[src/rtl/alu_pkg.sv]
// Shared opcode encodings and helpers for the sliced ALU.
package alu_pkg;

  localparam logic [2:0] OP_ADD  = 3'b000;
  localparam logic [2:0] OP_SUB  = 3'b001;
  localparam logic [2:0] OP_XOR  = 3'b010;
  localparam logic [2:0] OP_XOR2 = 3'b011;
  localparam logic [2:0] OP_AND  = 3'b100;
  localparam logic [2:0] OP_NAND = 3'b101;
  localparam logic [2:0] OP_NOR  = 3'b110;
  localparam logic [2:0] OP_OR   = 3'b111;

  // Carry and overflow flags are only meaningful for the adder functions.
  function automatic logic is_arith(input logic [2:0] op);
    return (op == OP_ADD) || (op == OP_SUB);
  endfunction

endpackage

[src/rtl/alu_bit_slice.sv]
// One bit of the ALU: full adder with optional B inversion feeding an 8:1 function mux.
module alu_bit_slice
  import alu_pkg::*;
(
  input  logic       a,
  input  logic       b,
  input  logic       cin,
  input  logic [2:0] sel,
  output logic       out,
  output logic       cout
);

  logic binv;
  logic sum;

  always_comb begin
    binv = b ^ (sel == OP_SUB);
    sum  = a ^ binv ^ cin;
    cout = (a & binv) | (a & cin) | (binv & cin);
  end

  always_comb begin
    out = 1'b0;
    unique case (sel)
      OP_ADD:  out = sum;
      OP_SUB:  out = sum;
      OP_XOR:  out = a ^ b;
      OP_XOR2: out = a ^ b;
      OP_AND:  out = a & b;
      OP_NAND: out = ~(a & b);
      OP_NOR:  out = ~(a | b);
      OP_OR:   out = a | b;
      default: out = 1'b0;
    endcase
  end

endmodule

[src/rtl/alu_slice_mux8.sv]
// Registered WIDTH-bit ALU: ripple chain of bit slices, flag logic and output registers.
module alu_slice_mux8
  import alu_pkg::*;
#(
  parameter int unsigned WIDTH = 8
) (
  input  logic             clk,
  input  logic             rst_n,
  input  logic             in_valid,
  input  logic [2:0]       sel,
  input  logic [WIDTH-1:0] a,
  input  logic [WIDTH-1:0] b,
  output logic             out_valid,
  output logic [WIDTH-1:0] result,
  output logic             carry,
  output logic             zero,
  output logic             overflow
);

  logic [WIDTH:0]   c;
  logic [WIDTH-1:0] result_d;
  logic             carry_d;
  logic             zero_d;
  logic             overflow_d;

  logic             out_valid_q;
  logic [WIDTH-1:0] result_q;
  logic             carry_q;
  logic             zero_q;
  logic             overflow_q;

  // SUB is a + ~b + 1, so the chain's carry-in doubles as the "+1".
  assign c[0] = (sel == OP_SUB);

  for (genvar i = 0; i < WIDTH; i++) begin : g_slice
    alu_bit_slice u_slice (
      .a    (a[i]),
      .b    (b[i]),
      .cin  (c[i]),
      .sel  (sel),
      .out  (result_d[i]),
      .cout (c[i+1])
    );
  end

  always_comb begin
    carry_d    = is_arith(sel) & c[WIDTH];
    overflow_d = is_arith(sel) & (c[WIDTH] ^ c[WIDTH-1]);
    zero_d     = ~|result_d;
  end

  always_ff @(posedge clk or negedge rst_n) begin
    if (!rst_n) begin
      out_valid_q <= 1'b0;
      result_q    <= '0;
      carry_q     <= 1'b0;
      zero_q      <= 1'b0;
      overflow_q  <= 1'b0;
    end else begin
      out_valid_q <= in_valid;
      if (in_valid) begin
        result_q   <= result_d;
        carry_q    <= carry_d;
        zero_q     <= zero_d;
        overflow_q <= overflow_d;
      end
    end
  end

  assign out_valid = out_valid_q;
  assign result    = result_q;
  assign carry     = carry_q;
  assign zero      = zero_q;
  assign overflow  = overflow_q;

endmodule

[config.mk]
export PLATFORM = sky130hd
export DESIGN_NAME = alu_slice_mux8
export DESIGN_NICKNAME = d
export VERILOG_FILES = /design/src/rtl/alu_pkg.sv /design/src/rtl/alu_bit_slice.sv /design/src/rtl/alu_slice_mux8.sv
export SDC_FILE = /design/constraint.sdc
export NUM_CORES = 1
export LEC_CHECK = 0
export BUFFER_PORTS_ARGS = -buffer_cell sky130_fd_sc_hd__buf_2
export CORE_UTILIZATION = 54
export CTS_CLUSTER_DIAMETER = 60
export DETAILED_ROUTE_END_ITERATION = 8
export PLACE_DENSITY = 0.8
export SYNTH_ARGS = -nofsm -noshare
export SYNTH_HDL_FRONTEND = slang
export SYNTH_SLANG_ARGS = --single-unit
export TNS_END_PERCENT = 1
[constraint.sdc]
create_clock -name clk -period 0.9 [get_ports clk]
set_input_delay 0.18 -clock clk [delete_from_list [all_inputs] [get_ports clk]]
set_output_delay 0.18 -clock clk [all_outputs]
set_load 0.01 [all_outputs]
Word-level counts from Yosys, hierarchy flattened
Index checks and enable logic that the tools add are counted.
{ "word_totals": {"register_bits": 12, "in_bits": 22, "wordCells": 133} }
{ "op_classes": {"n_reduce_logical": 6, "n_eq_ne": 7, "n_mux": 8, "bitwise_logic": 107} }
{ "op_table": {"columns": ["operator", "n"], "rows": [
  ["1-bit one-hot mux with 6 select lines", 8],
  ["1-bit bitwise AND", 34],
  ["1-bit bitwise XOR", 33],
  ["1-bit OR", 24],
  ["1-bit inverter", 16],
  ["3-bit equality test, second input constant", 4],
  ["8-bit OR reduction", 1],
  ["3-bit by 2-bit equality test with 1-bit output, second input constant", 2],
  ["2-bit OR reduction", 2],
  ["3-bit by 1-bit equality test with 1-bit output, second input constant", 1],
  ["3-bit zero test", 1],
  ["1-bit zero test", 1],
  ["1-bit logical OR", 1]
]} }

Depth between registers and ports, before layout
Gate-level depths: netlist (run 1).
{ "logic_depth": {"depth_word": 28, "depth_mapped": 19, "mapped_depth_nobuf": 17} }

Cells and area by module
From an unflattened synthesis (run 1), not the netlist that was laid out.
{ "hier_totals": {"cells_unflattened": 159, "hier_area_um2": 1432.6} }
{ "by_module_without_submodules": {"columns": ["mod", "n_inst", "cells_per_inst", "area_per_inst_um2"], "rows": [
  ["alu_bit_slice at g_slice[0].u_slice ...", 6, 16, 121.4],
  ["alu_slice_mux8", 1, 33, 481.7],
  ["alu_bit_slice at g_slice[6].u_slice ...", 2, 15, 111.4]
]} }

Worst setup path before layout (run 1)
No wires, ideal clock.
{ "synth_timing": {"path_kind": "input -> register", "start": "in sel[2]", "end": "reg zero_q, in the netlist zero", "path_stages": 19, "setup_time_ns": 0.121, "arrival_time_ns": 3.918, "n_path_buf": 2, "slack_ns": -3.139, "cell_sequence": "buf_2 -> nor2_4 -> and2_1 -> buf_4 -> xnor2_1 -> fa_1 -> inv_1 -> fa_1 -> inv_1 -> fa_1 -> fa_1 -> fa_1 -> fa_1 -> xor2_1 -> a221oi_1 -> a311oi_1 -> nand3_1 -> nor3_2 -> a32o_2"} }
{ "synth_via": {"elab_chain_cells": 27} }
{ "synth_lines": {"columns": ["element", "line", "text"], "rows": [
  ["from (decl)", "alu_slice_mux8.sv:10", "input logic [2:0] sel,"],
  ["3-bit by 1-bit equality test with 1-bit output", "alu_bit_slice.sv:17, alu_bit_slice.sv:24, alu_slice_mux8.sv:33", null],
  ["1-bit bitwise XOR", "alu_bit_slice.sv:17", "binv = b ^ (sel == OP_SUB);"],
  ["1-bit bitwise AND", "alu_bit_slice.sv:19", "cout = (a & binv) | (a & cin) | (binv & cin);"],
  ["1-bit OR (2 in series)", "alu_bit_slice.sv:19", null],
  ["1-bit bitwise AND", "alu_bit_slice.sv:19", null],
  ["1-bit OR (2 in series)", "alu_bit_slice.sv:19", null],
  ["1-bit bitwise AND", "alu_bit_slice.sv:19", null],
  ["1-bit OR (2 in series)", "alu_bit_slice.sv:19", null],
  ["[... 6 more ...]", null, null],
  ["1-bit bitwise AND", "alu_bit_slice.sv:19", null],
  ["1-bit OR (2 in series)", "alu_bit_slice.sv:19", null],
  ["1-bit bitwise AND", "alu_bit_slice.sv:19", null],
  ["1-bit OR (2 in series)", "alu_bit_slice.sv:19", null],
  ["1-bit bitwise XOR", "alu_bit_slice.sv:18", "sum = a ^ binv ^ cin;"],
  ["1-bit one-hot mux with 6 select lines", "alu_bit_slice.sv:24", "unique case (sel)"],
  ["8-bit OR reduction (*)", "alu_slice_mux8.sv:49", "zero_d = ~|result_d;"],
  ["1-bit zero test (*)", "alu_slice_mux8.sv:49", null],
  ["to (signal assigned)", "alu_slice_mux8.sv:64", "zero_q <= zero_d;"],
  ["to (decl)", "alu_slice_mux8.sv:29", "logic zero_q;"]
]} }
Mark *: on every way between the ends. The rest lies on a longest branch, timed or not.
A chain may end at the register's enable or synchronous reset.

Final worst setup path (run 1)
{ "layout_timing": {"start": "in sel[1]", "end": "reg zero_q, in the netlist zero"} }
The elaborated chain is that of the path after synthesis.

==> results.md, run 1 <==
* Outcome: finished with violations
* Failing checks: setup timing
* Critical path's slowest cell: fa_2
* Final Cycle Share at 395%
* Most numerous cell in the Yosys netlist: inv_1
* Mapped cell area at 0.00141 mm^2
* FF+latch count, synth at 12
* Core Box Area at 0.00248 mm^2
* Seq/Total Area, Yosys at 21.3%
* Synth area leader: dfrtp_1
* Std cell rows at 18
* RSZ-0062 raised after global routing: true
* Slew HR at 72.1%
* Crit path DAT at 3.72 ns
* Bufs and invs on worst path at 3
* Hold Crit Class: input port to register
* Hold Path Sink: result[5]
* Placer Congestion at 0.837
* Clk sink count at 12
* Uppermost routed layer: met4
* Starting Density at 56.8%
* Register area at 300 um^2
* Top post-synthesis cells by count: 23 x inv_1, 17 x ha_1, 12 x dfrtp_1, 12 x mux2i_1
* Worst hold stages at 2
* Crit path kind: input port to register
* Critical path endpoint category: register
* P per Cell Area at 1130 mW/mm^2
* I/O pin cnt at 34
* Largest stage delay, worst path at 0.38 ns
* WL met3 at 153 um
* Unique cell type count in the Yosys netlist at 39
* GRT Util Overall at 28.3%
* Post-DRT Antenna Nets at 0
* Top cells by area, synth: dfrtp_1 21%, ha_1 15%, fa_1 8.5%, mux2i_1 8.5%, xnor2_1 6.2%
* Fin worst setup slack at -2.66 ns
* Vias in the first global route at 1301
* Die ar. at 0.00281 mm^2
* Final HPWL DP at 2660 um
* Leakage Power at 0.973 nW
* Layout cells sized above 1 at 43.1%
* Residual DRC count at 0
* Top_reg_cell synth: dfrtp_1
* Die outline height at 53.1 um
* Fin util at 76.4%
* Reg-to-reg endpoint: result[4]
* Inserted Diodes at 0
* Num CTS Buffers at 3
* Drt first pass iters at 4
* CTS tree: built
* Final Hold Fails at 0
* Worst hold path startpoint: in_valid
* R2R depth at 1
* Final Skew at 0 ns
* Required time worst endpoint at 1.06 ns
* Drt wl/cell at 15.3 um
* Max IR drop VDD at 0.00144 V
* Fill cells at 175
* Port buffer count at 33
* Worst-path fanout max at 3
* Met2 wire length at 1930 um
* Clock Latency Late Sink at 0.27 ns
* Worst-Margin Slew at 0.413 ns
* Multi-input logic area at 0.00104 mm^2
* M1 wire length at 1430 um
* Finished Cell Area at 0.00189 mm^2
* Via/cell ratio at 5.43
* Largest net degree at the start of global routing at 23
* Slew Viols, Final at 0
* Maximum clock frequency at 281 MHz
* Initial DRC count at 18
* FF-to-FF setup slack at 0.15 ns
* Reg2Reg Launch Point: result[4]
* Via Count at 1309
* Cell Chain, Critical Path: buf_2 > nor2_4 > and2_4 > xnor2_2 > fa_2 > inv_2 > fa_1 > inv_1 > fa_2 > fa_2 > fa_2 > fa_2 > xor2_2 > a221oi_2 > a311oi_2 > nand3_1 > nor3_2 > a32o_2
* Final setup violation count at 23
* Antenna violations before repair at 0
* Ys async rst share at 100%
* Global route overflow at 0
* Minimum clock period at 3.56 ns
* Post-layout net count at 257
* Mapped Avg Cell Area at 9.20 um^2
* Max-cap violations at 0
* Most used cell along the critical path: fa_2
* Nature of the critical path startpoint: input port
* Placed cell area at 0.00176 mm^2
* Root Buffer: clkbuf_4
* Layout overhead on the synthesized area at 34.4%
* Clock H-tree levels at 1
* Final WL at 3700 um
* Clock Pin Slew Worst Setup and Hold Paths at 0.08 ns
* Area share of the largest cell type after synthesis at 21.3%
* First-pass GRT wire length at 5630 um
* Chip width at 53.1 um
* YS warnings at 0
* CTS Buffer Depth at 2
* Critical path's top delay family: adder cells
* Syn_nets at 198
* Synth Instances at 153
* Post-synth EDFFs at 0
-- area by class of cell --
type,instances,area share [%]
Sequential cell,12,15.9
Timing Repair Buffer,63,20.8
Clock buffer,4,1.92
Inverter,23,4.56
Multi-Input combinational cell,109,54.9
Tap cell,30,1.98
-- registers in the layout, indices dropped and copies added, names as in the netlist --
signal     count
overflow       1
carry          1
out_valid      1
result         8
zero           1
-- report_power, final --
part           internal [mW]  switching [mW]
logic                  0.512           0.561
clock network          0.246           0.183
registers              0.606          0.0348
-- per-stage QoR --
step | hold WS [ns] | TNS, ns | setup slack (ns) | std cells | power [mW]
finish | 0.202 | -19.47 | -2.66 | 241 | 2.14
global route | 0.216 | -20.89 | -2.90 | 241 | 2.29
CTS | 0.192 | -19.01 | -2.57 | 241 | 2.09
detailed placement | 0.0678 | -22.41 | -3.07 | 234 | 1.59
global placement | 0.0589 | -21.20 | -2.91 | 234 | 1.53
floorplan | -0.116 | -21.10 | -3.01 | 153 | 1.22
-- cell usage in the layout, fill, tap and decap left out, drive strengths merged, types with 2 or more instances in the layout --
cell     instances
nor2            11
xor2             5
mux2             2
o21ai            3
nand2            5
nand3            2
nor3             3
fa               6
xnor2           11
inv             23
dfrtp           12
clkbuf           4
mux2i           12
o2bb2ai          4
ha              17
a21oi           11
nor2b            2
o22ai            2
buf             62
-- kinds of logic after synthesis --
group | after synthesis | share of synthesized area [%]
AOI/OAI and AO/OA | 27 | 12.9
xor gates and xnor gates | 16 | 10.5
adders and majority gates | 23 | 23.6
buffers and inverters | 32 | 10.6
DFF | 12 | 21.3
muxes | 14 | 10.1
and+or+nand+nor | 29 | 10.9
-- timing repair --
item / CTS / global route
resized for setup: 11 / 7
buffers inserted: 2 / 0
hold buffers: 1 / 0
hold endpoints to repair: 12 / 0
setup endpoints to repair: 23 / 23
pin swaps: 6 / 2
-- routing by layer --
metal | GRT usage, % | up-vias
met2 | 50.6 | 51
met3 | 6.90 | 24
met5 | 0 | -
met4 | 14.5 | 0
li1 | - | 623
met1 | 30.3 | 611
-- worst max path at each step --
stage	from	end	slack (ns)	cells past startpoint
finish	sel[1]	zero	-2.66	18
global route	sel[1]	zero	-2.90	18
CTS	sel[1]	zero	-2.57	18
detailed placement	sel[1]	zero	-3.07	18
global placement	sel[1]	zero	-2.91	18
floorplan	sel[2]	zero	-3.01	19
No activity file was read; power rests on OpenSTA's default activity.
==> run 2: changes to the inputs <==
Settings changed: CELL_PAD_IN_SITES_DETAIL_PLACEMENT set to 1, CELL_PAD_IN_SITES_GLOBAL_PLACEMENT set to 1, CORE_UTILIZATION 54 to 40.
==> results.md, run 2 (synthesis results as in run 1) <==
* Final WL at 4480 um (+21%)
* Crit path to: zero
* Drt wl/cell at 17.1 um (+11%)
* Initial DRC count at 32 (+14)
* CTS Buffer Depth at 2 (unchanged)
* Final setup violation count at 23 (unchanged)
* Reg-to-reg endpoint: result[4]
* Via Count at 1333 (+1.8%)
* Crit path kind: input port to register
* Slew Viols, Final at 0 (unchanged)
* Max-cap violations at 0 (unchanged)
* Port buffer count at 33 (unchanged)
* Worst-path fanout max at 4 (+1)
* Final Hold Fails at 0 (unchanged)
* Residual DRC count at 0 (unchanged)
* Nature of the critical path startpoint: input port
* RSZ-0062 raised after global routing: true
* Clk sink count at 12 (unchanged)
* Drt first pass iters at 4 (unchanged)
* Placed cell area at 0.00182 mm^2 (+3.3%)
* CTS tree: built
* Register area at 300 um^2 (unchanged)
* Layout overhead on the synthesized area at 39.7%
* GRT Util Overall at 24.7% (-3.5 points)
* Fill cells at 417 (+140%)
* Slew HR at 79.0% (+6.9 points)
* Final Skew at 0 ns (unchanged)
* Most common cell after layout, fill and taps aside: buf_4
* Fin util at 58.5% (-18 points)
* Starting Density at 41.9% (-15 points)
* Vias in the first global route at 1457 (+12%)
* Crit path from: sel[1]
* Max FFs per register at 8 (unchanged)
* Die ar. at 0.00376 mm^2 (+34%)
* Chip width at 61.3 um (+16%)
* Root Buffer: clkbuf_4
* Required time worst endpoint at 1.08 ns (+0.02 ns)
* Worst slack, placed at -3.09 ns (-0.0268 ns)
* Die outline height at 61.3 um (+16%)
* I/O pin cnt at 34 (unchanged)
* Inserted Diodes at 0 (unchanged)
* Placed insts at 255 (+9.0%)
* Layout cells sized above 1 at 43.5% (+0.39 points)
* Via/cell ratio at 5.09 (-6.3%)
* Fin worst setup slack at -2.54 ns (+0.118 ns)
* Core Box Area at 0.00336 mm^2 (+36%)
* Finished Cell Area at 0.00197 mm^2 (+4.0%)
* P per Cell Area at 1130 mW/mm^2 (about the same)
* Final Cycle Share at 382% (-13 points)
* Clock Latency Late Sink at 0.28 ns (about the same)
* Antenna violations before repair at 0 (unchanged)
* Outcome: finished with violations
* FF-to-FF setup slack at 0.12 ns (-0.03 ns)
* Critical path endpoint category: register
* Num CTS Buffers at 3 (unchanged)
* Largest net degree at the start of global routing at 23 (unchanged)
* Std cell rows at 21 (+3)
* Final HPWL DP at 3200 um (+20%)
* Global route overflow at 0 (unchanged)
* Multi-input logic area at 0.00103 mm^2 (-0.72%)
* First-pass GRT wire length at 6710 um (+19%)
* Minimum clock period at 3.44 ns (-0.118 ns)
* Maximum clock frequency at 291 MHz (+3.4%)
* Setup TNS Final at -19.08 ns (+0.392 ns)
* Hold_ws at 0.195 ns (-0.00703 ns)
* Layout Cells excl Fill at 262 (+8.7%)
* Placer Congestion at 0.842 (+0.59%)
* Post-DRT Antenna Nets at 0 (unchanged)
* Clock H-tree levels at 1 (unchanged)
* Most frequent cells in the layout: 34 x buf_4, 29 x buf_2, 22 x inv_1, 17 x ha_1
* Leakage Power at 1.01 nW (+3.7%)
* Hold Crit Class: input port to register
* Post-layout net count at 262 (+1.9%)
* Final Power at 2.23 mW (+4.0%)
* Failing checks: setup timing
* Clock Pin Slew Worst Setup and Hold Paths at 0.08 ns (about the same)
* Max IR drop VDD at 0.000909 V (-37%)
* Worst-Margin Slew at 0.310 ns (-0.103 ns)
* R2R depth at 1 (unchanged)
* Reg2Reg Launch Point: result[4]
* Crit path DAT at 3.62 ns (-0.10 ns)
[run 2: timing repair]
item	in CTS	in global routing
hold endpoints to repair	12	0
setup endpoints to repair	23	23
hold buffers	1	0
buffers inserted	2	0
pin swaps	9	1
resized for setup	12	7
[run 2: worst min-delay path by stage]
stage | from | endpoint | slack [ns] | cells after the start
detailed placement | rst_n | result[1] | 0.07 | 1
global placement | rst_n | result[1] | 0.06 | 1
floorplan | rst_n | carry | -0.12 | 0
CTS | in_valid | result[5] | 0.19 | 2
global route | in_valid | result[5] | 0.20 | 2
finish | in_valid | result[5] | 0.20 | 2
[run 2: final cells by class]
class                           instances  share of cell area (%)
Multi-Input combinational cell        109                    52.4
Timing Repair Buffer                   68                    23.2
Sequential cell                        12                    15.3
Inverter                               23                    4.39
Tap cell                               46                    2.93
Clock buffer                            4                    1.84
[run 2: per-layer routing]
layer	track usage (%)	part of all wire, %
met3	5.25	2.5
met4	4.87	0.40
met1	26.8	39
met5	0	0
met2	48.9	58
[run 2: power breakdown]
part	leakage (nW)	switching, mW	internal [mW]
clock	0.0210	0.204	0.246
sequential	0.143	0.0470	0.607
combinational	0.845	0.580	0.546
total	1.01	0.831	1.40
[run 2: worst max-delay path, cell delays in order]
cell and delay [ns]:
buf_2 0.12, nor2_4 0.10, and2_4 0.17, mux2i_1 0.09, fa_2 0.34, inv_2 0.07, fa_1 0.15, inv_1 0.05
fa_2 0.34, fa_2 0.34, fa_2 0.35, fa_2 0.39, xor2_2 0.17, a221oi_2 0.26, a311oi_1 0.07, nand3_1 0.12
nor3_2 0.05, a32o_2 0.25
==> run 3: changes to the inputs <==
Settings changed: GPL_TIMING_DRIVEN set to 0, REMOVE_ABC_BUFFERS set to 1.
==> results.md, run 3 (synthesis results as in run 1) <==
* Via/cell ratio at 5.30 (+4.1%)
* Starting Density at 41.9% (unchanged)
* Drt first pass iters at 4 (unchanged)
* Leakage Power at 0.882 nW (-13%)
* Clock Latency Late Sink at 0.28 ns (about the same)
* First-pass GRT wire length at 5960 um (-11%)
* I/O pin cnt at 34 (unchanged)
* Fin util at 53.4% (-5.1 points)
* P_int at 1.31 mW (-6.1%)
* Die outline height at 61.3 um (unchanged)
* Final WL at 3740 um (-16%)
* Placer Congestion at 0.819 (-2.7%)
* Initial DRC count at 35 (+9.4%)
* Placed cell area at 0.00157 mm^2 (-14%)
* Residual DRC count at 0 (unchanged)
* Port buffer count at 33 (unchanged)
* Max FFs per register at 8 (unchanged)
* Critical path endpoint category: register
* Fin worst setup slack at -2.74 ns (-0.199 ns)
* CTS Buffer Depth at 2 (unchanged)
* Layout cells sized above 1 at 35.5% (-8.0 points)
* Clock H-tree levels at 1 (unchanged)
* Slew HR at 78.0% (-1.0 points)
* Max-cap violations at 0 (unchanged)
* Final HPWL DP at 2680 um (-16%)
* Worst-Margin Slew at 0.325 ns (+0.0149 ns)
* Crit path kind: input port to register
* Sw frac at 36.1% (-1.1 points)
* Die ar. at 0.00376 mm^2 (unchanged)
* Inserted Diodes at 0 (unchanged)
* Core Box Area at 0.00336 mm^2 (unchanged)
* Most frequent cells in the layout: 29 x buf_2, 22 x inv_1, 17 x ha_1, 12 x dfrtp_1
* Final setup violation count at 23 (unchanged)
* Vias in the first global route at 1359 (-6.7%)
* Most common cell after layout, fill and taps aside: buf_2
* Max IR drop VDD at 0.000393 V (-57%)
* Failing checks: setup timing
* Global route overflow at 0 (unchanged)
* Worst slack, placed at -4.10 ns (-1.00 ns)
* Chip width at 61.3 um (unchanged)
* Seq pwr share at 31.5% (+2.2 points)
* Required time worst endpoint at 1.07 ns (about the same)
* Clk sink count at 12 (unchanged)
* Finished Cell Area at 0.00180 mm^2 (-8.7%)
* Crit path DAT at 3.81 ns (+0.19 ns)
* Clock Pin Slew Worst Setup and Hold Paths at 0.08 ns (about the same)
* Worst-path fanout max at 18 (+14)
* Largest net degree at the start of global routing at 19 (-17%)
* Via Count at 1229 (-7.8%)
* P per Cell Area at 1140 mW/mm^2 (+0.99%)
* Root Buffer: clkbuf_4
* Layout overhead on the synthesized area at 27.6%
* Final Hold Fails at 0 (unchanged)
* Std cell rows at 21 (unchanged)
* Post-layout net count at 232 (-11%)
* Comb power frac at 47.6% (-2.9 points)
* Post-DRT Antenna Nets at 0 (unchanged)
* Final Skew at 0 ns (unchanged)
* Minimum clock period at 3.64 ns (+0.199 ns)
* Sw power at 743 uW (-11%)
* Outcome: finished with violations
* Final Power at 2.06 mW (-7.7%)
* GRT Util Overall at 22.0% (-2.7 points)
* Drt wl/cell at 16.1 um (-5.6%)
* Final Cycle Share at 404% (+22 points)
* Nature of the critical path startpoint: input port
* RSZ-0062 raised after global routing: true
* CTS tree: built
* Clock network power share at 20.9% (+0.7 points)
* Num CTS Buffers at 3 (unchanged)
* Hold Crit Class: input port to register
* Maximum clock frequency at 275 MHz (-5.5%)
* Antenna violations before repair at 0 (unchanged)
* Slew Viols, Final at 0 (unchanged)
-- run 3: critical path, stage by stage --
cell and delay [ns]:
buf_12 0.13, nor2_4 0.11, and2_4 0.18, xnor2_2 0.08, fa_2 0.40, inv_2 0.06, fa_2 0.19, inv_1 0.05
fa_2 0.34, fa_2 0.35, fa_2 0.35, fa_2 0.40, xor2_2 0.20, a221oi_2 0.31, a311oi_2 0.07, nand3_1 0.11
nor3_2 0.04, a32o_2 0.24
-- run 3: layout make-up --
cell class              count  area (um^2)
clock buffers               4         36.3
fillers                   422         1570
inverters                  23         86.3
multi-input cells         109         1040
flip-flops and latches     12          300
well taps                  46         57.6
repair buffers             38          280
-- run 3: through the flow --
step           setup TNS [ns]  hold slack (ns)  std cells
6_report               -19.28            0.198        232
5_1_grt                -20.97            0.193        232
4_1_cts                -19.66            0.185        232
3_5_place_dp           -30.44           0.0656        223
3_3_place_gp           -28.97           0.0638        223
2_1_floorplan          -21.30           -0.116        144
-- run 3: layer usage --
layer  GRT usage [%]  wire [um]
met5               0          0
met4            8.44         44
met3            2.94        161
met2            43.6       2110
met1            23.2       1430
-- run 3: power by group through the flow --
| stage | Sequential, mW | Combinational, mW | Clock (mW) |
|---|---|---|---|
| final | 0.648 | 0.980 | 0.430 |
| after global routing | 0.655 | 1.09 | 0.454 |
| after CTS | 0.646 | 0.963 | 0.438 |
| after detailed placement | 0.656 | 0.828 | 0 |
| after global placement | 0.650 | 0.769 | 0 |
| after floorplan | 0.684 | 0.467 | 0 |
-- run 3: repair_timing --
item,CTS,global route
cloned,1,0
endpoints found under the hold margin,12,0
endpoints found under the setup margin,23,23
hold buffers,1,0
setup buffers,3,0
pin swaps,10,7
resized for setup,28,4
-- run 3: final timing paths --
check                               start         to  slack [ns]  depth (start not counted)
max in group asynchronous           rst_n  result[3]        0.36                          2
worst max register to register  result[4]  result[4]        0.14                          1
worst max-delay path               sel[2]       zero       -2.74                         18
min in group asynchronous           rst_n   overflow        0.33                          2
worst min register to register  result[3]  result[3]        0.50                          1
worst min-delay path             in_valid  out_valid        0.20                          1
